===== src/rtl/logic_unit_nbit.sv =====
// logic_unit_nbit: registered bitwise logic lane for the ALU datapath.
// Computes one of eight bitwise ops on A/B, attaches zero/ones/parity flags
// and queues the result in a DEPTH-entry output FIFO.
// Optional macro LOGIC_ROTATE_EN: op 111 becomes rotate-left of A by the low
// $clog2(WIDTH) bits of B instead of PASS A.
//
// Handshakes (both sides): a beat transfers on a rising edge where valid and
// ready are both high. in_ready = (level < DEPTH) comes from registered state
// only, never from out_ready, so a full FIFO refuses a push even when it pops
// on the same edge. out_valid = (level != 0); a push into an empty FIFO is
// visible on the output one cycle later, so there is no in->out comb path.
module logic_unit_nbit #(
  parameter int WIDTH = 16,
  parameter int DEPTH = 4
) (
  input  logic                     clk,
  input  logic                     rst,
  input  logic                     in_valid,
  output logic                     in_ready,
  input  logic [WIDTH-1:0]         A,
  input  logic [WIDTH-1:0]         B,
  input  logic [2:0]               op,
  output logic                     out_valid,
  input  logic                     out_ready,
  output logic [WIDTH-1:0]         Y,
  output logic                     zero,
  output logic                     ones,
  output logic                     parity,
  output logic [$clog2(DEPTH):0]   level,
  output logic [15:0]              op_count
);

  localparam int PTR_W = $clog2(DEPTH);
  localparam int LVL_W = PTR_W + 1;
  localparam int ENT_W = WIDTH + 3;
  localparam logic [LVL_W-1:0] DEPTH_LVL = LVL_W'(DEPTH);
  // Held output after reset: Y=0 so zero=1, ones=0, parity=0.
  localparam logic [ENT_W-1:0] HOLD_RST = {1'b0, 1'b0, 1'b1, {WIDTH{1'b0}}};

  // Entry layout: [WIDTH-1:0]=Y, [WIDTH]=zero, [WIDTH+1]=ones, [WIDTH+2]=parity
  logic [ENT_W-1:0] mem_q [DEPTH];
  logic [PTR_W-1:0] wr_ptr_q, wr_ptr_d;
  logic [PTR_W-1:0] rd_ptr_q, rd_ptr_d;
  logic [LVL_W-1:0] level_q, level_d;
  logic [15:0]      count_q, count_d;
  logic [ENT_W-1:0] hold_q, hold_d;

  logic [WIDTH-1:0] res;
  logic [ENT_W-1:0] ent;
  logic [ENT_W-1:0] head;
  logic [ENT_W-1:0] out_sel;
  logic             push;
  logic             pop;

`ifdef LOGIC_ROTATE_EN
  logic [$clog2(WIDTH)-1:0] rot_amt;
  logic [2*WIDTH-1:0]       rot_full;
  assign rot_amt  = B[$clog2(WIDTH)-1:0];
  // Shifting the doubled word left leaves the rotated value in the top half;
  // amount 0 yields A unchanged.
  assign rot_full = {A, A} << rot_amt;
`endif

  // Operation decode
  always_comb begin
    res = A;
    case (op)
      3'b000:  res = ~A;
      3'b001:  res = A & B;
      3'b010:  res = A | B;
      3'b011:  res = A ^ B;
      3'b100:  res = ~(A & B);
      3'b101:  res = ~(A | B);
      3'b110:  res = ~(A ^ B);
`ifdef LOGIC_ROTATE_EN
      3'b111:  res = rot_full[2*WIDTH-1:WIDTH];
`else
      3'b111:  res = A;
`endif
      default: res = A;
    endcase
  end

  assign ent       = {^res, &res, ~|res, res};
  assign in_ready  = ~rst & (level_q < DEPTH_LVL);
  assign out_valid = (level_q != '0);
  assign push      = in_valid & in_ready;
  assign pop       = out_valid & out_ready;
  assign head      = mem_q[rd_ptr_q];
  assign out_sel   = out_valid ? head : hold_q;

  assign Y        = out_sel[WIDTH-1:0];
  assign zero     = out_sel[WIDTH];
  assign ones     = out_sel[WIDTH+1];
  assign parity   = out_sel[WIDTH+2];
  assign level    = level_q;
  assign op_count = count_q;

  // Next-state for pointers, occupancy, op counter and held output
  always_comb begin
    wr_ptr_d = wr_ptr_q;
    rd_ptr_d = rd_ptr_q;
    level_d  = level_q;
    count_d  = count_q;
    hold_d   = hold_q;
    if (push) begin
      wr_ptr_d = wr_ptr_q + PTR_W'(1);
      count_d  = count_q + 16'd1;
    end
    if (pop) begin
      rd_ptr_d = rd_ptr_q + PTR_W'(1);
      hold_d   = head;
    end
    case ({push, pop})
      2'b10:   level_d = level_q + LVL_W'(1);
      2'b01:   level_d = level_q - LVL_W'(1);
      default: level_d = level_q;
    endcase
  end

  // Control state registers, cleared asynchronously
  always_ff @(posedge clk or posedge rst) begin
    if (rst) begin
      wr_ptr_q <= '0;
      rd_ptr_q <= '0;
      level_q  <= '0;
      count_q  <= '0;
      hold_q   <= HOLD_RST;
    end else begin
      wr_ptr_q <= wr_ptr_d;
      rd_ptr_q <= rd_ptr_d;
      level_q  <= level_d;
      count_q  <= count_d;
      hold_q   <= hold_d;
    end
  end

  // FIFO storage; contents are meaningless once level returns to 0
  always_ff @(posedge clk) begin
    if (push) mem_q[wr_ptr_q] <= ent;
  end

endmodule


===== config.mk =====
export PLATFORM = sky130hd
export DESIGN_NAME = logic_unit_nbit
export DESIGN_NICKNAME = d
export VERILOG_FILES = /design/src/rtl/logic_unit_nbit.sv
export SDC_FILE = /design/constraint.sdc
export NUM_CORES = 1
export LEC_CHECK = 0
export ABC_AREA = 0
export CAP_MARGIN = 20
export CORE_MARGIN = 4
export CORE_UTILIZATION = 44
export CTS_CLUSTER_DIAMETER = 120
export CTS_CLUSTER_SIZE = 14
export DETAILED_ROUTE_END_ITERATION = 10
export PLACE_DENSITY = 0.65
export SETUP_SLACK_MARGIN = 0.1
export SLEW_MARGIN = 15
export SYNTH_ARGS = -nofsm -noshare
export SYNTH_HDL_FRONTEND = slang
export SYNTH_SLANG_ARGS = --single-unit

===== constraint.sdc =====
create_clock -name clk -period 2.8 [get_ports clk]
set_input_delay 0.42 -clock clk [delete_from_list [all_inputs] [get_ports clk]]
set_output_delay 0.42 -clock clk [all_outputs]
set_load 0.1 [all_outputs]

==> Word level (Yosys, flattened, before mapping) <==
Memory sizes are Yosys's and may differ from the RTL's.
Index checks and enable logic that the tools add are counted.
{ "totals": {"reg_bits": 42, "ramBits": 76, "inputBits": 39, "output_inout_bits": 40, "n_memories": 1} }
{ "op_classes": {"addsub": 5, "magnitude_cmp": 1, "eq_ne": 9, "n_mux": 5, "n_bitwise": 11, "n_reduce_logical": 7} }
{ "memory_table": {"columns": ["name", "words", "width", "rd", "rd_ports_with_merged_regs", "write_ports", "line", "text"], "rows": [
  ["mem_q", 4, 19, 1, 0, 1, "41", "logic [ENT_W-1:0] mem_q [DEPTH];"]
]} }
{ "op_table": {"columns": ["operator", "count"], "rows": [
  ["16-bit case mux with 8 select lines", 1],
  ["16-bit NOT", 4],
  ["19-bit 2-to-1 mux", 1],
  ["16-bit by 1-bit adder with 16-bit output, second input constant", 1],
  ["16-bit bitwise AND", 1],
  ["16-bit bitwise OR", 1],
  ["16-bit AND reduction", 1],
  ["16-bit OR reduction", 1],
  ["16-bit XOR reduction", 1],
  ["16-bit bitwise XOR", 1],
  ["3-bit == test, second input constant", 4],
  ["3-bit by 2-bit == test with 1-bit output, second input constant", 2],
  ["3-bit case mux with 2 select lines", 1],
  ["2-bit by 1-bit adder with 2-bit output, second input constant", 2],
  ["3-bit by 1-bit adder with 3-bit output, second input constant", 1],
  ["1-bit bitwise AND", 3],
  ["3-bit by 1-bit == test with 1-bit output, second input constant", 1],
  ["3-bit zero test", 1],
  ["3-bit less-than comparator, second input constant", 1],
  ["3-bit nonzero test", 1],
  ["3-bit by 1-bit subtractor with 3-bit output, second input constant", 1],
  ["2-bit by 1-bit == test with 1-bit output, second input constant", 1],
  ["2-bit == test, second input constant", 1],
  ["1-bit 2-to-1 mux", 2],
  ["3 further kinds", 3]
]} }

==> Longest topological paths before layout <==
{ "logic_depth": {"depth_word": 5, "ltp_mapped": 13} }

==> Worst setup path before layout <==
No wires, ideal clock.
{ "synth_path": {"path_type": "reg2out", "startpoint": "reg level_q[2], in the netlist level[2]", "endpoint": "out Y[10]", "arrival_time_ns": 3.004, "required_ns": 2.380, "setup_slack_ns": -0.624, "stages_incl_launch_ff": 4, "cell_sequence": "dfrtp_1 or3_1 clkbuf_1 mux2_2"} }
{ "synth_between": {"elab_chain_len": 2} }
{ "synth_lines": {"columns": ["item", "line", "text"], "rows": [
  ["start: declaration", "44", "logic [LVL_W-1:0] level_q, level_d;"],
  ["start signal: assignment", "132", "level_q <= level_d;"],
  ["3-bit nonzero test", "86", "assign out_valid = (level_q != '0);"],
  ["net out_valid", "23", "output logic out_valid,"],
  ["19-bit 2-to-1 mux", "90", "assign out_sel = out_valid ? head : hold_q;"],
  ["end: declaration", "25", "output logic [WIDTH-1:0] Y,"]
]} }
The timed path passes the listed nets, and every way through them passes these cells.

==> Final worst setup path <==
{ "layout_path": {"startpoint": "in A[14]", "endpoint": "mem mem_q[1][18] (netlist name), data pin"} }
{ "layout_between": {"elab_chain_len": 4, "word_cells_on_any_way": 9, "cone_classes": "mux: 1; bitwise: 7; reduce/logical: 1"} }
{ "layout_lines": {"columns": ["item", "line", "text"], "rows": [
  ["start: declaration", "20", "input logic [WIDTH-1:0] A,"],
  ["16-bit bitwise XOR, or another cell as far along", "71, 74", null],
  ["16-bit NOT, on equally long branches", "74, 72, 73", null],
  ["16-bit case mux with 8 select lines (*)", "67", "case (op)"],
  ["16-bit XOR reduction (*)", "84", "assign ent = {^res, &res, ~|res, res};"],
  ["net ent[18]", "49", "logic [ENT_W-1:0] ent;"],
  ["end: declaration", "41", null]
]} }
The timed path passes the listed nets; every way through them passes the cells marked *.

==> run metrics <==
outcome completed; Slew Limit Fails 0; number of remaining DRC errors 0; DR iter-0 viols 200; crit end category register; Final period util 94.2%; Total Power 0.00980 W; skew final 0.00467 ns; Die H 132 µm; max-cap viol count 0; minimum clock period 2.64 ns; Async S/R FF share, synth 35.6%; fmax 0.379 GHz; final HPWL from detailed placement 11,000 µm; vias in the first global route 5,121; Slowest cell on crit path clkdlybuf4s50_1; io pins 79; DR pass1 iterations 5; Via density 5.36; top_reg_cell synth edfxtp_1; RSZ-0062 raised after global routing no; CTS Hold Buffers Added 0; largest net degree at the start of global routing 47; crit path cell chain clkdlybuf4s50_1, inv_1, ha_1, inv_1, mux4_2, nand2_1, o21a_1, ha_4, xnor2_4, xnor2_2, xnor2_1, buf_4; CP required 2.96 ns; Worst-Margin Slew 0.701 ns; via count 4,902; CTS tree yes; CTS sink count 118; maximum vdd ir drop 0.837 mV; count leader, synth edfxtp_1; Synth top cells by count edfxtp_1, ha_1, inv_1; CP Data Arrival Time 2.80 ns; Core ar. 15,200 µm²; DRT Wirelength 15,100 µm; Layout Nets 806; DR WL/cell 16.5 µm; HP Class in2async; total global-route track usage 18.0%; setup TNS 0 ns; initial antenna violation count 0; Post-synth EDFFs 76; Synth Cell Area 6810 µm²; total power density per cell area 1040 nW/µm²; global route overflow 0; clk slew on worst S/H paths 0.05 ns; H-tree depth 4; Final setup viols 0; syn nets 640; LEAKAGE 4.00 nW; multi-input logic area 3460 µm²; critical path class in2reg; Num CTS Buffers 17; Seq/Total Area, Yosys 49.0%; CP max FO 4; Fin. Hold Viols 0; CP max stage delay 0.47 ns; DIE AREA 17,500 µm²; n_diodes 0; Post-Syn Area per Cell 12.4 µm²; share of the synthesized area in the top cell type 33.5%; # fillers 1,181; Cell variety after synth 55; row cnt 45; CTS root buffer clkbuf_16; Critical Path Source Type primary input; Initial Utilization 44.8%; Skew-Pair Late Insertion Delay 0.41 ns; register area 3340 µm²; Slew headroom 52.9%; global-route wire length before repair 25,300 µm; post-synthesis register bit count 118; Yosys top cell by area edfxtp_1; Area contributors post-synth edfxtp_1, dfrtp_1, ha_1, mux4_2, mux2_2; placer congestion estimate 0.807; Syn Inst Count 548; Routed Antenna Nets 0; CP dominant cell by count inv_1; area growth from synthesis to layout 38.9%; Max clock buf depth 2; I/O Buffers 78; R2R depth 8; synth warn 0; die width 132 µm; share of layout cells above drive strength 1 38.2%
metal layers:
layer	track usage, %	up-vias	wire, µm
li1	-	2344	-
met1	22.4	2407	6530
met3	4.83	16	737
met2	30.1	135	7660
met4	6.58	0	182
met5	0	-	0
cell usage in the layout (no fill, tap or decap), types with 4 or more instances in the layout:
master and count:
inv_1 49, o211ai_1 5, a21oi_1 13, mux4_2 26, a21oi_2 6, xor2_1 8, nor2_1 20, a211oi_1 6
buf_12 24, clkinv_2 7, mux2_4 9, xnor2_1 15, ha_4 9, dfrtp_1 38, mux2i_1 5, ha_1 42
nand2_1 32, nand3_1 12, clkbuf_16 17, and2_1 5, buf_4 114, o21ai_0 17, o21a_1 4, nand4_1 6
nor2b_1 6, mux2_2 32, a31oi_1 4, edfxtp_1 76, and3_1 8, clkdlybuf4s50_1 34, o21ai_1 4
cell families (layout without fill, tap and decap cells):
family / count (synthesis) / in the layout / synth area share (%)
AOI/OAI and AO/OA: 87 / 87 / 8.36
xor gates and xnor gates: 28 / 28 / 3.60
adders and majority gates: 53 / 53 / 9.85
buffers and inverters: 80 / 259 / 4.76
DFF: 118 / 118 / 49.0
muxes: 74 / 74 / 16.4
and+or+nand+nor: 108 / 108 / 8.07
critical path: cells and delay by family:
| kind | cells | cell delay [ns] |
|---|---|---|
| buffers and inverters | 4 | 0.69 |
| multiplexers | 1 | 0.44 |
| AO/OA/AOI/OAI | 1 | 0.21 |
| AND/OR/NAND/NOR | 1 | 0.08 |
| adder cells (fa/ha/maj) | 2 | 0.51 |
| XOR/XNOR | 3 | 0.44 |
report_power, final:
part           internal (W)  switching (W)  total [W]
sequential          0.00226       0.000179    0.00244
clock               0.00116       0.000702    0.00186
combinational       0.00219        0.00330    0.00549
total               0.00561        0.00418    0.00980
final timing paths:
path | start | end | slack [ns]
setup / recovery | A[14] | mem_q[1][18] | 0.16
hold / removal | rst | op_count[8] | 0.43
setup reg to reg | level[0] | level[2] | 0.72
hold reg to reg | op_count[15] | op_count[15] | 0.48
max in group asynchronous | rst | hold_q[16] | 2.01
min in group clk | op_count[15] | op_count[15] | 0.48
cell type report:
type	count	area share (%)
flip-flops and latches	118	35.3
clock buffers	22	4.91
repair buffers	176	18.1
well taps	188	2.49
multi-input cells	350	36.6
clock inverters	10	0.582
inverters	51	2.02
state kept, by name (all words and copies together), names as in the netlist:
signal / flops
level: 3
mem_q: 76
op_count: 16
wr_ptr_q: 2
hold_q: 19
rd_ptr_q: 2
metrics by stage:
| stage | worst slack (ns) | util (%) | area (µm²) | hold WS, ns | cells |
|---|---|---|---|---|---|
| global placement | -0.354 | 56.8 | 8640 | 0.465 | 881 |
| global route | 0.0892 | 62.2 | 9460 | 0.442 | 915 |
| detailed placement | -0.456 | 56.8 | 8640 | 0.489 | 881 |
| finish | 0.161 | 62.2 | 9460 | 0.427 | 915 |
| CTS | 0.100 | 60.5 | 9190 | 0.414 | 914 |
| floorplan | 0.161 | - | 6850 | 0.477 | 548 |
repair_timing:
item / in CTS / in global routing
hold endpoints to repair: 0 / 0
pin swaps: 2 / 18
endpoints found under the setup margin: 8 / 23
setup buffers: 1 / 1
gates resized for setup: 7 / 43
(Power assumes the default switching activity.)
